`config.mk`:
```
export PLATFORM = sky130hd
export DESIGN_NAME = pipe_stage_regs
export DESIGN_NICKNAME = d
export VERILOG_FILES = /design/src/rtl/pipe_stage_regs.sv
export SDC_FILE = /design/constraint.sdc
export NUM_CORES = 1
export LEC_CHECK = 0
export CAP_MARGIN = 20
export CORE_AREA = 3 3 593 595
export CTS_BUF_LIST = sky130_fd_sc_hd__clkbuf_4
export CTS_CLUSTER_DIAMETER = 150
export DETAILED_ROUTE_END_ITERATION = 6
export DIE_AREA = 0 0 596 598
export HOLD_SLACK_MARGIN = 0.06
export SYNTH_ARGS = -nofsm -noshare
export SYNTH_HDL_FRONTEND = slang
export SYNTH_SLANG_ARGS = --single-unit
```
`constraint.sdc`:
```
create_clock -name clk -period 3.4 [get_ports clk]
set_input_delay 0.85 -clock clk [delete_from_list [all_inputs] [get_ports clk]]
set_output_delay 0.85 -clock clk [all_outputs]
set_load 0.1 [all_outputs]
```
`src/rtl/pipe_stage_regs.sv`:
```
// rtl/pipe_stage_regs.sv - Y86 PIPE F/D/E/M/W pipeline registers with stall/bubble control
// Also holds the sticky halted/control-error flags and the cycle/retire counters.
module pipe_stage_regs #(
    parameter int             W        = 64,
    parameter int             CNT_W    = 32,
    parameter logic [W-1:0]   RESET_PC = '0
) (
    input  logic                 clk,
    input  logic                 reset,
    input  logic                 F_stall,
    input  logic                 D_stall,
    input  logic                 D_bubble,
    input  logic                 E_bubble,
    input  logic                 M_bubble,
    input  logic                 W_stall,
    input  logic [W-1:0]         f_predPC,
    input  logic [20+2*W-1:0]    d_next,
    input  logic [28+3*W-1:0]    e_next,
    input  logic [17+2*W-1:0]    m_next,
    input  logic [16+2*W-1:0]    w_next,
    output logic [W-1:0]         F_predPC,
    output logic [20+2*W-1:0]    D_q,
    output logic [28+3*W-1:0]    E_q,
    output logic [17+2*W-1:0]    M_q,
    output logic [16+2*W-1:0]    W_q,
    output logic                 halted,
    output logic                 ctl_err,
    output logic [CNT_W-1:0]     cycle_cnt,
    output logic [CNT_W-1:0]     retired_cnt
);

    localparam int DW = 20 + 2*W;
    localparam int EW = 28 + 3*W;
    localparam int MW = 17 + 2*W;
    localparam int WW = 16 + 2*W;

    localparam logic [3:0] AOK   = 4'h8;
    localparam logic [3:0] NOP   = 4'h1;
    localparam logic [3:0] RNONE = 4'hF;

    localparam logic [CNT_W-1:0] CNT_ONE = 1;

    // Nop images: stat AOK, icode NOP, register IDs RNONE, everything else zero.
    localparam logic [DW-1:0] D_BUBBLE = {AOK, NOP, 4'h0, RNONE, RNONE, {(2*W){1'b0}}};
    localparam logic [EW-1:0] E_BUBBLE = {AOK, NOP, 4'h0, {(3*W){1'b0}},
                                          RNONE, RNONE, RNONE, RNONE};
    localparam logic [MW-1:0] M_BUBBLE = {AOK, NOP, 1'b0, {(2*W){1'b0}}, RNONE, RNONE};
    localparam logic [WW-1:0] W_BUBBLE = {AOK, NOP, {(2*W){1'b0}}, RNONE, RNONE};

    logic [W-1:0]      f_pc_q,    f_pc_d;
    logic [DW-1:0]     d_reg_q,   d_reg_d;
    logic [EW-1:0]     e_reg_q,   e_reg_d;
    logic [MW-1:0]     m_reg_q,   m_reg_d;
    logic [WW-1:0]     w_reg_q,   w_reg_d;
    logic              halted_q,  halted_d;
    logic              ctl_err_q, ctl_err_d;
    logic [CNT_W-1:0]  cycle_q,   cycle_d;
    logic [CNT_W-1:0]  retired_q, retired_d;

    logic [3:0]        w_stat;
    logic [3:0]        w_icode;
    logic              w_retire;

    assign w_stat  = w_reg_q[WW-1 -: 4];
    assign w_icode = w_reg_q[WW-5 -: 4];

    // Bubbles never count as retired; a halted core retires nothing further.
    assign w_retire = !W_stall && !halted_q && (w_stat == AOK) && (w_icode != NOP);

    always_comb begin
        f_pc_d    = F_stall ? f_pc_q : f_predPC;
        d_reg_d   = D_stall ? d_reg_q : (D_bubble ? D_BUBBLE : d_next);
        e_reg_d   = E_bubble ? E_BUBBLE : e_next;
        m_reg_d   = M_bubble ? M_BUBBLE : m_next;
        w_reg_d   = W_stall ? w_reg_q : w_next;
        halted_d  = halted_q | (w_stat != AOK);
        ctl_err_d = ctl_err_q | (D_stall & D_bubble);
        cycle_d   = halted_q ? cycle_q : cycle_q + CNT_ONE;
        retired_d = w_retire ? retired_q + CNT_ONE : retired_q;
    end

    always_ff @(posedge clk) begin
        if (reset) begin
            f_pc_q    <= RESET_PC;
            d_reg_q   <= D_BUBBLE;
            e_reg_q   <= E_BUBBLE;
            m_reg_q   <= M_BUBBLE;
            w_reg_q   <= W_BUBBLE;
            halted_q  <= 1'b0;
            ctl_err_q <= 1'b0;
            cycle_q   <= '0;
            retired_q <= '0;
        end else begin
            f_pc_q    <= f_pc_d;
            d_reg_q   <= d_reg_d;
            e_reg_q   <= e_reg_d;
            m_reg_q   <= m_reg_d;
            w_reg_q   <= w_reg_d;
            halted_q  <= halted_d;
            ctl_err_q <= ctl_err_d;
            cycle_q   <= cycle_d;
            retired_q <= retired_d;
        end
    end

    assign F_predPC    = f_pc_q;
    assign D_q         = d_reg_q;
    assign E_q         = e_reg_q;
    assign M_q         = m_reg_q;
    assign W_q         = w_reg_q;
    assign halted      = halted_q;
    assign ctl_err     = ctl_err_q;
    assign cycle_cnt   = cycle_q;
    assign retired_cnt = retired_q;

endmodule

```
# Yosys cells after proc, flatten, opt, wreduce, memory -nomap -nowiden
# Cells that the tools add are included.
[word_totals]
reg_bits = 787
out_inout_bits = 787
[op_classes]
reduce_logical = 7
addsub = 2
n_mux = 1
n_bitwise = 3
n_eq_ne = 3
[ops]
columns = ["cell", "count"]
rows = [
  ["148-bit two-way mux", 1],
  ["32-bit by 1-bit adder with 32-bit output, second input constant", 2],
  ["4-bit equality test, second input constant", 1],
  ["4-bit by 1-bit inequality test with 1-bit output, second input constant", 1],
  ["4-bit inequality test, second input constant", 1],
  ["2-bit OR reduction", 2],
  ["1-bit logical AND", 3],
  ["1-bit zero test", 2],
  ["1-bit OR", 2],
  ["1-bit AND", 1],
]

# Logic depth before layout (Yosys ltp)
# Gate-level depths: netlist of the first run.
[logic_depth]
word_depth = 4
depth_mapped = 7
depth_no_buf = 5

# Worst setup path after synthesis of the first run
# No wires, ideal clock.
[synth_path]
path_type = "register -> register"
startpoint = "register w_reg_q[143] (netlist: W_q[143])"
endpoint = "register retired_q[24] (netlist: retired_cnt[24])"
period_less_slack_ns = 2.852
stages_incl_launch_ff = 7
arrival_ns = 2.782
n_path_buf = 2
required_time_ns = 3.330
setup_slack_ns = 0.548
cell_sequence = "dfxtp_1 -> or3b_1 -> or4_1 -> buf_2 -> buf_6 -> or4_1 -> a21oi_1"
[synth_between]
elab_chain_len = 3
[synth_lines]
columns = ["element", "line_no", "rtl"]
rows = [
  ["from (decl)", "54", "logic [WW-1:0] w_reg_q, w_reg_d;"],
  ["from (signal assigned)", "98", "w_reg_q <= w_reg_d;"],
  ["4-bit equality test", "68", "assign w_retire = !W_stall && !halted_q && (w_stat == AOK) && (w_icode != NOP);"],
  ["1-bit logical AND (2 in series)", "68", ""],
  ["to (signal assigned)", "102", "retired_q <= retired_d;"],
  ["to (decl)", "58", "logic [CNT_W-1:0] retired_q, retired_d;"],
]
# No other way between the ends.
# A chain may end at the register's enable or synchronous reset.

# Final worst setup path of the first run
[layout_path]
startpoint = "register m_reg_q[83] (netlist: M_q[83])"
endpoint = "output M_q[83]"
[layout_lines]
columns = ["element", "line_no", "rtl"]
rows = [
  ["from (decl)", "53", "logic [MW-1:0] m_reg_q, m_reg_d;"],
  ["from (signal assigned)", "97", "m_reg_q <= m_reg_d;"],
  ["to (decl)", "24", "output logic [17+2*W-1:0] M_q,"],
]
# No word-level cell between the ends.

==> run summary, run 1 <==
Post-Syn Instances: 2,318
Tightest Pin Transition: 0.907 ns
WHS Endpoint: D_q[127]
Post-synth EDFFs: 0
Slowest Stage Delay on Critical Path: 0.60 ns
crit-path max FO: 1
setup TNS: 0 ns
DIE HEIGHT: 598 um
First DRT Iteration DRCs: 1,873
Post-synth top flop: dfxtp_1
Peak Freq: 0.327 GHz
YS warnings: 0
CP arrival: 2.21 ns
total gr overflow: 0
initial antenna violation count: 332
Worst Setup SP: M_q[83]
global-route wire length before repair: 336 mm
slowest cell on the critical path: buf_2
DR vias/cell: 3.02
final clock skew: 0.0575 ns
Lkg Pwr: 21.2 nW
HP Class: input port to flop
largest net degree at the start of global routing: 90
fin crit share: 90.0%
Max Slew Vio Count: 0
CTS max path bufs: 4
chip width: 596 um
FF-to-FF path depth: 5
Hold Crit Depth: 3
DIE AREA: 0.356 mm2
max_slew headroom: 39.6%
Total GRT Usage: 15.0%
kind of critical path: flop to primary output
Final setup viols: 0
Skew-Pair Late Insertion Delay: 1.19 ns
depth of the CTS H-tree: 5
# IOs: 1,516
gpl congestion: 1.11
post-synth cell types: 41
Seq/Total Area, Yosys: 63.0%
post-synthesis async set-or-reset flop share: 0%
Pwr Density: 508 mW/mm2
fin nets: 5,229
HPWL Detailed: 242 mm
final wirelength: 280 mm
filler instances: 39,200
WL/cell: 29.9 um
max-cap violations: 0
Mean Syn Cell Area: 10.8 um2
CP bufs+invs: 1
crit path cell chain: buf_2
Crit path required time: 2.55 ns
TritonCTS clock tree: done
status: finished, final reports clean
pre-CTS WS: 0.342 ns
startpoint types: flop
CTS buffer count: 265
DRC errors left: 0
RSZ-0062 raised after global routing: no
mapped cell area: 0.0250 mm2
Starting Density: 7.22%
First-pass DRT Iterations: 7
Worst setup EP type: primary output
worst reg2reg endpoint: cycle_cnt[28]
Std-Cell Rows: 216
R2R Setup Slk: 0.91 ns
flop and latch count out of synthesis: 787
routed vias: 28,200
Core ar.: 0.346 mm2
hold_sp: d_next[127]
R2R Path Start: cycle_cnt[0]
clock sinks: 787
PortBufs: 1,515
crit path time final: 3.06 ns
hold slack: 0.326 ns
vias in the first global route: 27,800
final core utilization: 15.1%
Setup WS post-layout: 0.339 ns
CP top delay family: buffers and inverters
Detail Route Antenna Nets: 0
share of cells above drive strength 1: 26.6%
postcts setup bufs: 0
Worst VDD drop: 0.000320 V
area delta synth->final: 110%
clock slew at reported path FFs: 0.06 ns
Fin. Hold Viols: 0
root buf cell: clkbuf_4
Net Count, Synth: 3,049
-- synth_stat cells, types with 6 or more instances --
library cell  number  area (um2)
a211o_1           10        87.6
a21oi_1           48         240
a22oi_1          137        1030
and2_1           340        2130
and4_1             9        78.8
buf_1             22        82.6
clkbuf_1         138         518
dfxtp_1          787       15800
inv_1             11        41.3
mux2i_1          200        2000
nand2_1           18        67.6
nand2b_1          10        62.6
nand3_1           19        95.1
nand4_1           14        87.6
nor2_1           359        1350
nor2b_1           15        93.8
nor3_1             6        30.0
o21ai_0           13        65.1
o22ai_1           10        62.6
o31ai_1           33         248
or3_1             42         263
or4_1             37         278
xnor2_1            6        52.6
-- cell usage in the layout, fill, tap and decap left out, types with 18 or more instances in the layout --
cell type          n
or4_1             37
diode_2          115
dlygate4sd3_1    518
clkinv_1          38
mux2i_1          200
dfxtp_1          787
clkdlybuf4s50_1  724
nand3_1           19
or3_1             42
a22oi_1          137
and2_1           340
a21oi_1           48
clkbuf_4         364
nor2_1           356
buf_4            804
o31ai_1           33
nand2_1           18
-- cell families after synthesis --
group           after synthesis  synth area share [%]
simple gates                887                  18.6
fa+ha+maj                     2                 0.100
mux                         205                  8.23
flops                       787                  63.0
compound gates              253                  7.00
xor+xnor                     10                 0.350
buf+inv                     174                  2.65
-- layer usage --
layer	vias up	global-route usage, %	part of all wire, %
met5	-	0	0.36
met3	692	7.81	11
met1	13200	15.6	36
li1	12500	-	-
met2	1743	25.1	47
met4	152	6.30	4.6
-- final cells by class --
cell class | count | area [um2] | area share (%)
timing repair buffer | 2075 | 18900 | 35.9
clock inverter | 70 | 469 | 0.894
multi-input combinational | 1357 | 8610 | 16.4
antenna | 115 | 288 | 0.548
inverter | 12 | 45.0 | 0.0858
tap | 4578 | 5730 | 10.9
sequential | 787 | 15800 | 30.0
clock buffer | 363 | 2730 | 5.19
-- sequential cells by signal, summed over array words and instances, names as in the netlist --
signal       flops
cycle_cnt       32
E_q            220
ctl_err          1
F_predPC        64
W_q            144
halted           1
retired_cnt     32
M_q            145
D_q            148
-- stage by stage --
stage	instance area (um2)	cells	power, W
floorplan	25000	2318	0.0135
global placement	43800	8291	0.0159
detailed placement	43800	8291	0.0159
CTS	52200	9242	0.0274
global route	52400	9306	0.0280
finish	52500	9357	0.0267
-- how the worst max path moves through the flow --
stage / end / slack, ns / depth (start not counted)
2_1_floorplan: retired_cnt[24] / 0.55 / 6
3_3_place_gp: retired_cnt[24] / 0.30 / 6
3_5_place_dp: retired_cnt[28] / 0.34 / 6
4_1_cts: M_q[21] / 0.01 / 1
5_1_grt: E_q[22] / 0.14 / 1
6_report: M_q[83] / 0.34 / 1
-- repair_timing --
item                                    CTS  global route
resized for setup                        14             0
endpoints found under the setup margin   14             0
hold buffers                            518             0
endpoints found under the hold margin   575             0
-- report_power, final --
part / total, W / internal (W) / switching [W] / leakage (nW)
clock network: 0.0103 / 0.00529 / 0.00505 / 1.88
registers: 0.00988 / 0.00962 / 0.000260 / 6.46
logic: 0.00643 / 0.00195 / 0.00448 / 12.9
Note: power is estimated with default switching activity, not from simulation.
==> run 2: changes to the inputs <==
--- a/config.mk
+++ b/config.mk
@@ -5,12 +5,13 @@
 export SDC_FILE = /design/constraint.sdc
 export NUM_CORES = 1
 export LEC_CHECK = 0
-export CAP_MARGIN = 20
+export CAP_MARGIN = 0
 export CORE_AREA = 3 3 593 595
 export CTS_BUF_LIST = sky130_fd_sc_hd__clkbuf_4
 export CTS_CLUSTER_DIAMETER = 150
 export DETAILED_ROUTE_END_ITERATION = 6
 export DIE_AREA = 0 0 596 598
+export GPL_ROUTABILITY_DRIVEN = 0
 export HOLD_SLACK_MARGIN = 0.06
 export SYNTH_ARGS = -nofsm -noshare
 export SYNTH_HDL_FRONTEND = slang
==> run summary, run 2 (same netlist as run 1, synthesis figures left out) <==
status: finished, final reports clean
vias in the first global route: 28,600
PortBufs: 1,515
TritonCTS clock tree: done
Setup WS post-layout: 0.305 ns
crit path cell chain: buf_4
Slowest Stage Delay on Critical Path: 0.61 ns
crit-path max FO: 1
First DRT Iteration DRCs: 2,349
HPWL Detailed: 238 mm
Skew-Pair Late Insertion Delay: 1.12 ns
Crit path required time: 2.55 ns
commonest non-fill, non-tap cells in the layout: 789 x buf_4, 787 x dfxtp_1, 724 x clkdlybuf4s50_1, 640 x dlygate4sd3_1, 356 x nor2_1
largest net degree at the start of global routing: 138
Max Slew Vio Count: 0
root buf cell: clkbuf_4
area delta synth->final: 114%
Pwr Density: 501 mW/mm2
max-cap violations: 0
routed vias: 29,300
kind of critical path: flop to primary output
CP bufs+invs: 1
final clock skew: 0.0334 ns
final core utilization: 15.5%
WHS Endpoint: F_predPC[49]
Starting Density: 7.22%
max_slew headroom: 42.6%
pre-CTS WS: 0.413 ns
Fin. Hold Viols: 0
DIE AREA: 0.356 mm2
# IOs: 1,516
share of cells above drive strength 1: 25.5%
filler instances: 39,100
startpoint types: flop
CTS max path bufs: 4
most common cell after layout, fill and taps aside: buf_4
hold_sp: F_stall
FF-to-FF path depth: 4
DIE HEIGHT: 598 um
Worst setup EP type: primary output
DR vias/cell: 3.09
Lkg Pwr: 21.6 nW
WL/cell: 29.2 um
total gr overflow: 0
Detail Route Antenna Nets: 0
post-placement cell count: 8,281
Tightest Pin Transition: 0.860 ns
DRC errors left: 0
clock slew at reported path FFs: 0.06 ns
global-route wire length before repair: 336 mm
final wirelength: 278 mm
RSZ-0062 raised after global routing: no
HP Class: input port to flop
Core ar.: 0.346 mm2
initial antenna violation count: 355
depth of the CTS H-tree: 5
fin cells: 9,498
CP arrival: 2.25 ns
area of the multi-input gates: 0.00861 mm2
clock sinks: 787
chip width: 596 um
CP top delay family: flip-flops
setup TNS: 0 ns
Total GRT Usage: 14.8%
R2R Setup Slk: 0.78 ns
worst reg2reg endpoint: cycle_cnt[31]
slowest cell on the critical path: dfxtp_1
Worst VDD drop: 0.000322 V
Peak Freq: 0.323 GHz
crit path time final: 3.10 ns
R2R Path Start: halted
fin crit share: 91.0%
register area: 0.0158 mm2
fin nets: 5,341
First-pass DRT Iterations: 7
max reg flops: 220
Hold Crit Depth: 3
Std-Cell Rows: 216
CTS buffer count: 265
Final setup viols: 0
[run 2: changes by cell type in the layout (fill, tap and decap cells not counted), sizes merged]
cell,delta
dlygate4sd3,+122
diode,+23
clkinv,+13
buf,-10
clkbuf,-8
clkinvlp,-3
bufinv,+2
inv,+2
[run 2: layout make-up]
class / count / share of cell area, %
clock inverters: 84 / 1.03
multi-input cells: 1357 / 16.1
well taps: 4578 / 10.7
repair buffers: 2187 / 37.1
flip-flops and latches: 787 / 29.4
clock buffers: 355 / 4.97
diodes: 138 / 0.644
inverters: 12 / 0.0840
[run 2: repair_timing]
action	in CTS	in global routing
setup endpoints to repair	2	0
setup buffers	0	0
hold buffers	640	0
gates resized for setup	2	0
endpoints found under the hold margin	657	0
[run 2: worst max-delay path by stage]
stage	slack, ns	from	endpoint	depth (start not counted)
2_1_floorplan	0.55	W_q[143]	retired_cnt[24]	6
3_3_place_gp	0.40	W_stall	retired_cnt[12]	6
3_5_place_dp	0.41	W_stall	retired_cnt[22]	6
4_1_cts	0.02	W_q[139]	W_q[139]	1
5_1_grt	0.11	E_q[66]	E_q[66]	1
6_report	0.30	E_q[64]	E_q[64]	1
[run 2: per-stage QoR]
step / hold slack (ns) / cell area (um2) / total power [W]
after floorplan: 0.941 / 25000 / 0.0135
after global placement: 0.451 / 43600 / 0.0157
after detailed placement: 0.460 / 43600 / 0.0157
after CTS: 0.0601 / 53300 / 0.0276
after global routing: 0.165 / 53400 / 0.0281
final: 0.322 / 53600 / 0.0269
[run 2: worst min-delay path, delay by kind of cell]
kind / cells / cell delay, ns
buffers and inverters: 1 / 0.30
muxes: 1 / 0.19
and+or+nand+nor: 1 / 0.07
[run 2: report_power, final]
| part | internal, W | total [W] | leakage [nW] | switching, W |
|---|---|---|---|---|
| sequential | 0.00962 | 0.00986 | 6.46 | 0.000234 |
| clock | 0.00535 | 0.0105 | 1.90 | 0.00511 |
| combinational | 0.00202 | 0.00655 | 13.3 | 0.00453 |
[run 2: layer usage]
metal	vias up	share of wire (%)	track usage, %
met5	-	0.35	0
met4	150	5.8	7.20
met3	842	13	8.40
met2	2135	47	24.8
met1	13500	34	14.8
li1	12700	-	-
